### config.mk
export PLATFORM = sky130hd
export DESIGN_NAME = decim_avg
export DESIGN_NICKNAME = d
export VERILOG_FILES = /design/src/rtl/decim_avg.sv
export SDC_FILE = /design/constraint.sdc
export NUM_CORES = 1
export LEC_CHECK = 0
export ABC_AREA = 1
export CORE_UTILIZATION = 37
export CTS_BUF_LIST = sky130_fd_sc_hd__clkbuf_8
export DETAILED_ROUTE_END_ITERATION = 10
export GPL_TIMING_DRIVEN = 0
export PLACE_DENSITY = 0.61
export SLEW_MARGIN = 0
export SYNTH_ARGS = -nofsm -noshare
export SYNTH_HDL_FRONTEND = slang
export SYNTH_SLANG_ARGS = --single-unit
### constraint.sdc
create_clock -name clock -period 2.6 [get_ports clock]
set_input_delay 0.65 -clock clock [delete_from_list [all_inputs] [get_ports clock]]
set_output_delay 0.65 -clock clock [all_outputs]
set_load 0.05 [all_outputs]
### src/rtl/decim_avg.sv
// decim_avg: accumulate-and-dump boxcar decimator.
// Sums 2^LOG2_DEC accepted signed samples and emits the floored mean through a
// one-entry valid/ready output register. The input side is never stalled; a
// result that finds the output register still occupied is discarded and
// recorded in the sticky io_dropped flag.
module decim_avg #(
    parameter int DATA_W   = 32,
    parameter int LOG2_DEC = 3
) (
    input  logic              clock,
    input  logic              reset,
    input  logic              io_in_valid,
    input  logic [DATA_W-1:0] io_in_value,
    input  logic              io_out_ready,
    output logic              io_out_valid,
    output logic [DATA_W-1:0] io_out_value,
    output logic              io_dropped
);

    localparam int ACC_W = DATA_W + LOG2_DEC;

    typedef enum logic {
        EMPTY = 1'b0,
        FULL  = 1'b1
    } outState_e;

    outState_e           state_q, state_d;
    logic [ACC_W-1:0]    acc_q, acc_d;
    logic [LOG2_DEC-1:0] cnt_q, cnt_d;
    logic [DATA_W-1:0]   value_q, value_d;
    logic                dropped_q, dropped_d;

    logic [ACC_W-1:0]    sum;
    logic [DATA_W-1:0]   res;
    logic                dump;
    logic                transfer;

    // The accumulator carries LOG2_DEC guard bits, so the sum never wraps and
    // dropping its low LOG2_DEC bits is an arithmetic shift that floors
    // toward -inf while always fitting back into DATA_W bits.
    assign sum      = acc_q + {{LOG2_DEC{io_in_value[DATA_W-1]}}, io_in_value};
    assign res      = sum[ACC_W-1:LOG2_DEC];
    assign dump     = io_in_valid && (cnt_q == {LOG2_DEC{1'b1}});
    assign transfer = (state_q == FULL) && io_out_ready;

    // Accumulate path: only accepted samples advance the window.
    always_comb begin
        acc_d = acc_q;
        cnt_d = cnt_q;
        if (io_in_valid) begin
            if (dump) begin
                acc_d = '0;
                cnt_d = '0;
            end else begin
                acc_d = sum;
                cnt_d = cnt_q + LOG2_DEC'(1);
            end
        end
    end

    // Output register next state: a dump always leaves it FULL, a transfer
    // without a dump empties it.
    always_comb begin
        state_d = state_q;
        case (state_q)
            EMPTY: begin
                if (dump) begin
                    state_d = FULL;
                end
            end
            FULL: begin
                if (!dump && transfer) begin
                    state_d = EMPTY;
                end
            end
            default: state_d = EMPTY;
        endcase
    end

    // Output register data: load a result only when there is room for it,
    // otherwise discard it and raise the sticky drop flag.
    always_comb begin
        value_d   = value_q;
        dropped_d = dropped_q;
        if (dump) begin
            if ((state_q == EMPTY) || transfer) begin
                value_d = res;
            end else begin
                dropped_d = 1'b1;
            end
        end
    end

    // State registers with synchronous active-low reset overriding all events.
    always_ff @(posedge clock) begin
        if (!reset) begin
            state_q   <= EMPTY;
            acc_q     <= '0;
            cnt_q     <= '0;
            value_q   <= '0;
            dropped_q <= 1'b0;
        end else begin
            state_q   <= state_d;
            acc_q     <= acc_d;
            cnt_q     <= cnt_d;
            value_q   <= value_d;
            dropped_q <= dropped_d;
        end
    end

    assign io_out_valid = (state_q == FULL);
    assign io_out_value = value_q;
    assign io_dropped   = dropped_q;

endmodule

* After elaboration in Yosys (flattened, before gate mapping)
Cells that the tools add are included.
Word-level totals: logic and storage cells 22, register bits 72
Cells by class: multiplexer cells 5, equal/unequal tests 1, reduce and logical (&&, ||, !) cells 7, bitwise logic cells 2, add/sub/neg operators 2
Operators with widths (count):
- adder 35 bit | 1
- 2-to-1 mux 35 bit | 1
- AND reduction 2 bit | 2
- adder 3 x 1 -> 3 bit (second input constant) | 1
- equality test 3 bit (second input constant) | 1
- logical AND 1 bit | 3
- 2-to-1 mux 3 bit | 1
- 2-to-1 mux 1 bit | 2
- NOT 1 bit | 2
- one-hot mux 1 bit (2 select lines) | 1
- logical NOT 1 bit | 1
- logical OR 1 bit | 1

* Longest topological paths before layout
depth in word-level cells 6, gate-level depth with buffers 16, gate-level depth less buffers 16

* Worst setup path after synthesis
No wires, ideal clock.
path kind input-to-reg, from in io_in_value[0], to reg value_q[29] (netlist: io_out_value[29]), path slack 0.367 ns, setup time 0.109 ns, arrival time 2.124 ns, stages 14, required time 2.491 ns, path through ha_1 fa_1 nand3_1 nand3_1 nand2_1 nand2_2 nand3_1 nand2_2 nand2_1 nand3_1 nand2_1 nand2_1 nand2_1 inv_1
Between the ends: cells in the longest elaborated chain, start to end 1
RTL lines:
- start: declaration | RTL line 13 | input logic [DATA_W-1:0] io_in_value,
- adder 35 bit | RTL line 41 | assign sum = acc_q + {{LOG2_DEC{io_in_value[DATA_W-1]}}, io_in_value};
- end signal: assignment | RTL line 106 | value_q <= value_d;
- end: declaration | RTL line 30 | logic [DATA_W-1:0] value_q, value_d;
No other way between the ends. A chain may end at the register's enable or synchronous reset.

* Worst setup path after layout
from in io_in_value[16], to reg value_q[16] (netlist: io_out_value[16])
The elaborated chain is that of the path after synthesis.

==> flow_metrics.tcl <==
set metrics [dict create \
    cts_tree "yes" \
    synth_most_common_cell "nand2_1" \
    critPathTopFamily "simple AND/OR/NAND/NOR gates" \
    yosysUniqueCellTypes 33 \
    crit_fanout 5 \
    portBuffers 69 \
    drv_slew 0 \
    synth_fa_ha_area_share_pct 9.04 \
    worstMarginPinSlew_ps 662 \
    synth_edf_count 0 \
    yosys.area.top_type "dfxtp_1" \
    critPathCaptureType "flop" \
    chipWidth_um 121 \
    clock_skew_ps 10.2 \
    cp.arrival_ps 2760 \
    crit_chain "clkdlybuf4s50_1 > ha_1 > nand2_2 > inv_1 > nand2_2 > nor3_4 > nand4_1 > nand3_1 > nand2_1 > nand2_1 > o21ai_1 > nand2_1 > inv_1" \
    drc_errors 0 \
    dpl-instance-area_sq_um 6110 \
    netlist_area_sq_um 5200 \
    hold_end "acc_q[17]$_SDFFE_PN0P_" \
    dp_hpwl_um 11900 \
    yosys.area_share.simple_pct 37.6 \
    rsz0062_at_grt "false" \
    synth.area.mux_share_pct 0 \
    reg2regPathDepth 6 \
    fillers 1497 \
    reg2reg_from "cnt_q[0]$_SDFFE_PN0P_" \
    tns_ps 0 \
    combPwrFrac_pct 34.3 \
    crit_type "primary input to flop" \
    postLayoutCoreUtil_pct 47.6 \
    p_switching_w 0.00128 \
    async_reset_ff_share_pct 0 \
    fin_nets 1000 \
    yosys_warnings 0 \
    worstSetupStartpointType "primary input" \
    ctsHoldBuffers 0 \
    grt_max_degree 13 \
    h-tree-depth 3 \
    cts_num_sinks 72 \
    p_per_area_nw_per_um2 548 \
    power.share.clock_pct 31.0 \
    ios 70 \
    grtUsageTotal_pct 21.9 \
    area_growth_syn_to_layout_pct 23.0 \
    vdd_drop_max_v 0.000219 \
    ys.flop_type "dfxtp_1" \
    slowest_delay_ps 460 \
    finish.instance_area_sq_um 6400 \
    synthCells 845 \
    cts_buffer_depth 2 \
    drtIter0Drc 270 \
    min_path_cells 2 \
    grt-ovfl-total 0 \
    reg2reg_slack_ps 520 \
    cpMostUsedCell "nand2_1" \
    cts_inserted_buffers 9 \
    period_share_pct 95.6 \
    insertion_delay_ps 380 \
    relSlewSlack_pct 55.9 \
    start_util_pct 38.7 \
    synth_seq_cells 72 \
    dieArea_sq_um 14500 \
    pwr-share-seq_pct 34.7 \
    hold_viol 0 \
    antenna_found_initial 0 \
    num_vias 5246 \
    hp-start "acc_q[17]$_SDFFE_PN0P_" \
    wire_per_inst_um 13.5 \
    diodes 0 \
    vias_per_cell 4.73 \
    setup_violations 0 \
    switching_share_pct 36.5 \
    yosys-top-cells-count "nand2_1 (260), inv_1 (122), nor2_1 (101), dfxtp_1 (72), a21oi_1 (68)" \
    ant_nets 0 \
    critPathBufInv 3 \
    root_buffer "clkbuf_8" \
    min_period_ps 2490 \
    synth_top_family_by_area "simple AND/OR/NAND/NOR gates" \
    status "complete, no violations" \
    grt_pass1_vias 4880 \
    p_int_w 0.00223 \
    r2r_end "acc_q[10]$_SDFFE_PN0P_" \
    leakage_nw 3.32 \
    core_sq_um 13500 \
    max_cap_viol_count 0 \
    synth_area_leaders "dfxtp_1 (28%), nand2_1 (19%), inv_1 (8.8%)" \
    synth_compound_area_share_pct 12.4 \
    netlist.area_leader.share_pct 27.7 \
    fmax_ghz 0.402 \
    avgSynthCellArea_sq_um 6.16 \
    total_power_w 0.00351 \
    synth_xor_area_share_pct 2.53 \
    synth_nets 918 \
    clk_pin_slew_ps 80 \
    die_h_um 121 \
    hp-class "flop to flop" \
    gp_congestion 0.919 \
    dr.pass1.iters 5 \
    rows 42 \
    critPathRequiredTime_ps 2870 \
    ys_seq_area_share_pct 27.7 \
    cpMaxStageDelayCell "clkdlybuf4s50_1" \
    wirelength_um 15000 \
    grt_pass1_wl_um 24300 \
    drive_gt1_share_pct 8.58 \
]
==> how the worst max path moves through the flow <==
| stage | from | cells after the start | slack, ps | end |
|---|---|---|---|---|
| 3_5_place_dp | io_in_value[0] | 15 | -430 | io_out_value[21]$_SDFFE_PN0P_ |
| 3_3_place_gp | io_in_value[0] | 15 | -430 | io_out_value[21]$_SDFFE_PN0P_ |
| 5_1_grt | io_in_value[16] | 14 | 0.4 | io_out_value[31]$_SDFFE_PN0P_ |
| 4_1_cts | io_in_value[0] | 15 | 50 | io_out_value[21]$_SDFFE_PN0P_ |
| 2_1_floorplan | io_in_value[0] | 14 | 370 | io_out_value[29]$_SDFFE_PN0P_ |
| 6_report | io_in_value[16] | 13 | 110 | io_out_value[16]$_SDFFE_PN0P_ |
==> logic make-up after synthesis <==
family,after synthesis
compound gates,120
fa+ha+maj,37
simple gates,456
xor+xnor,15
flops,72
buf+inv,145
==> placed cells by master (no fill, tap or decap) <==
master	instances
o21ai_0	32
nor3_1	7
nand3b_1	5
nor2_4	4
a21o_1	1
inv_1	124
o211ai_1	2
nand3_2	9
nor2_2	5
nor3_4	1
nand2_2	21
a21boi_2	1
a211oi_1	1
xor2_1	13
buf_1	3
buf_4	3
nand3_1	37
or2_2	1
o21bai_1	5
ha_1	33
nand4_1	5
a21oi_2	7
dfxtp_1	72
nor2_1	101
xnor2_1	2
nand2_1	259
ha_2	3
o21ai_1	4
fa_2	1
nor3_2	1
inv_2	3
clkbuf_1	10
a21oi_1	65
clkinvlp_4	2
buf_2	6
clkdlybuf4s50_1	69
a31oi_1	2
bufinv_16	3
clkbuf_8	9
==> layout make-up <==
type	count	area (sq um)	area share [%]
clock buffers	9	124	1.94
well taps	176	220	3.44
inverters	125	469	7.33
plain buffers	20	86.3	1.35
multi-input cells	628	3240	50.6
flip-flops and latches	72	1440	22.5
clock inverters	7	113	1.76
repair buffers	71	706	11.0
==> registers in the layout, summed over array words and instances (netlist names) <==
register	count
acc_q	35
cnt_q	3
io_dropped	1
io_out_valid	1
io_out_value	32
==> power by group through the flow <==
stage	clock [W]	combinational, W	sequential, W
after global routing	0.00118	0.00136	0.00122
after floorplan	0	0.000857	0.00123
final	0.00109	0.00120	0.00122
after CTS	0.00112	0.00118	0.00122
after global placement	0	0.00117	0.00124
after detailed placement	0	0.00117	0.00124
==> timing repair <==
item | CTS | global route
pin swaps | 0 | 1
buffers inserted | 0 | 2
gates resized for setup | 1 | 9
setup endpoints to repair | 4 | 11
==> metrics by stage <==
| stage | instances | worst slack (ps) | hold WS (ps) |
|---|---|---|---|
| CTS | 1106 | 50.6 | 473 |
| global placement | 1090 | -425 | 456 |
| global route | 1108 | 0.360 | 497 |
| detailed placement | 1090 | -432 | 462 |
| finish | 1108 | 114 | 472 |
| floorplan | 845 | 367 | 445 |
==> routing by layer <==
layer	wire length (um)	global-route usage (%)
met3	787	3.58
met4	373	9.65
met1	7630	30.9
met5	0	0
met2	6180	32.6
==> worst register-to-register path, cell delays in order, from the launching register on <==
cell      delay (ps)
dfxtp_1          330
ha_1             200
ha_1             220
nor2_2           480
clkbuf_1         480
nand2_1          130
a21oi_1          150
No activity file was read; power rests on OpenSTA's default activity.
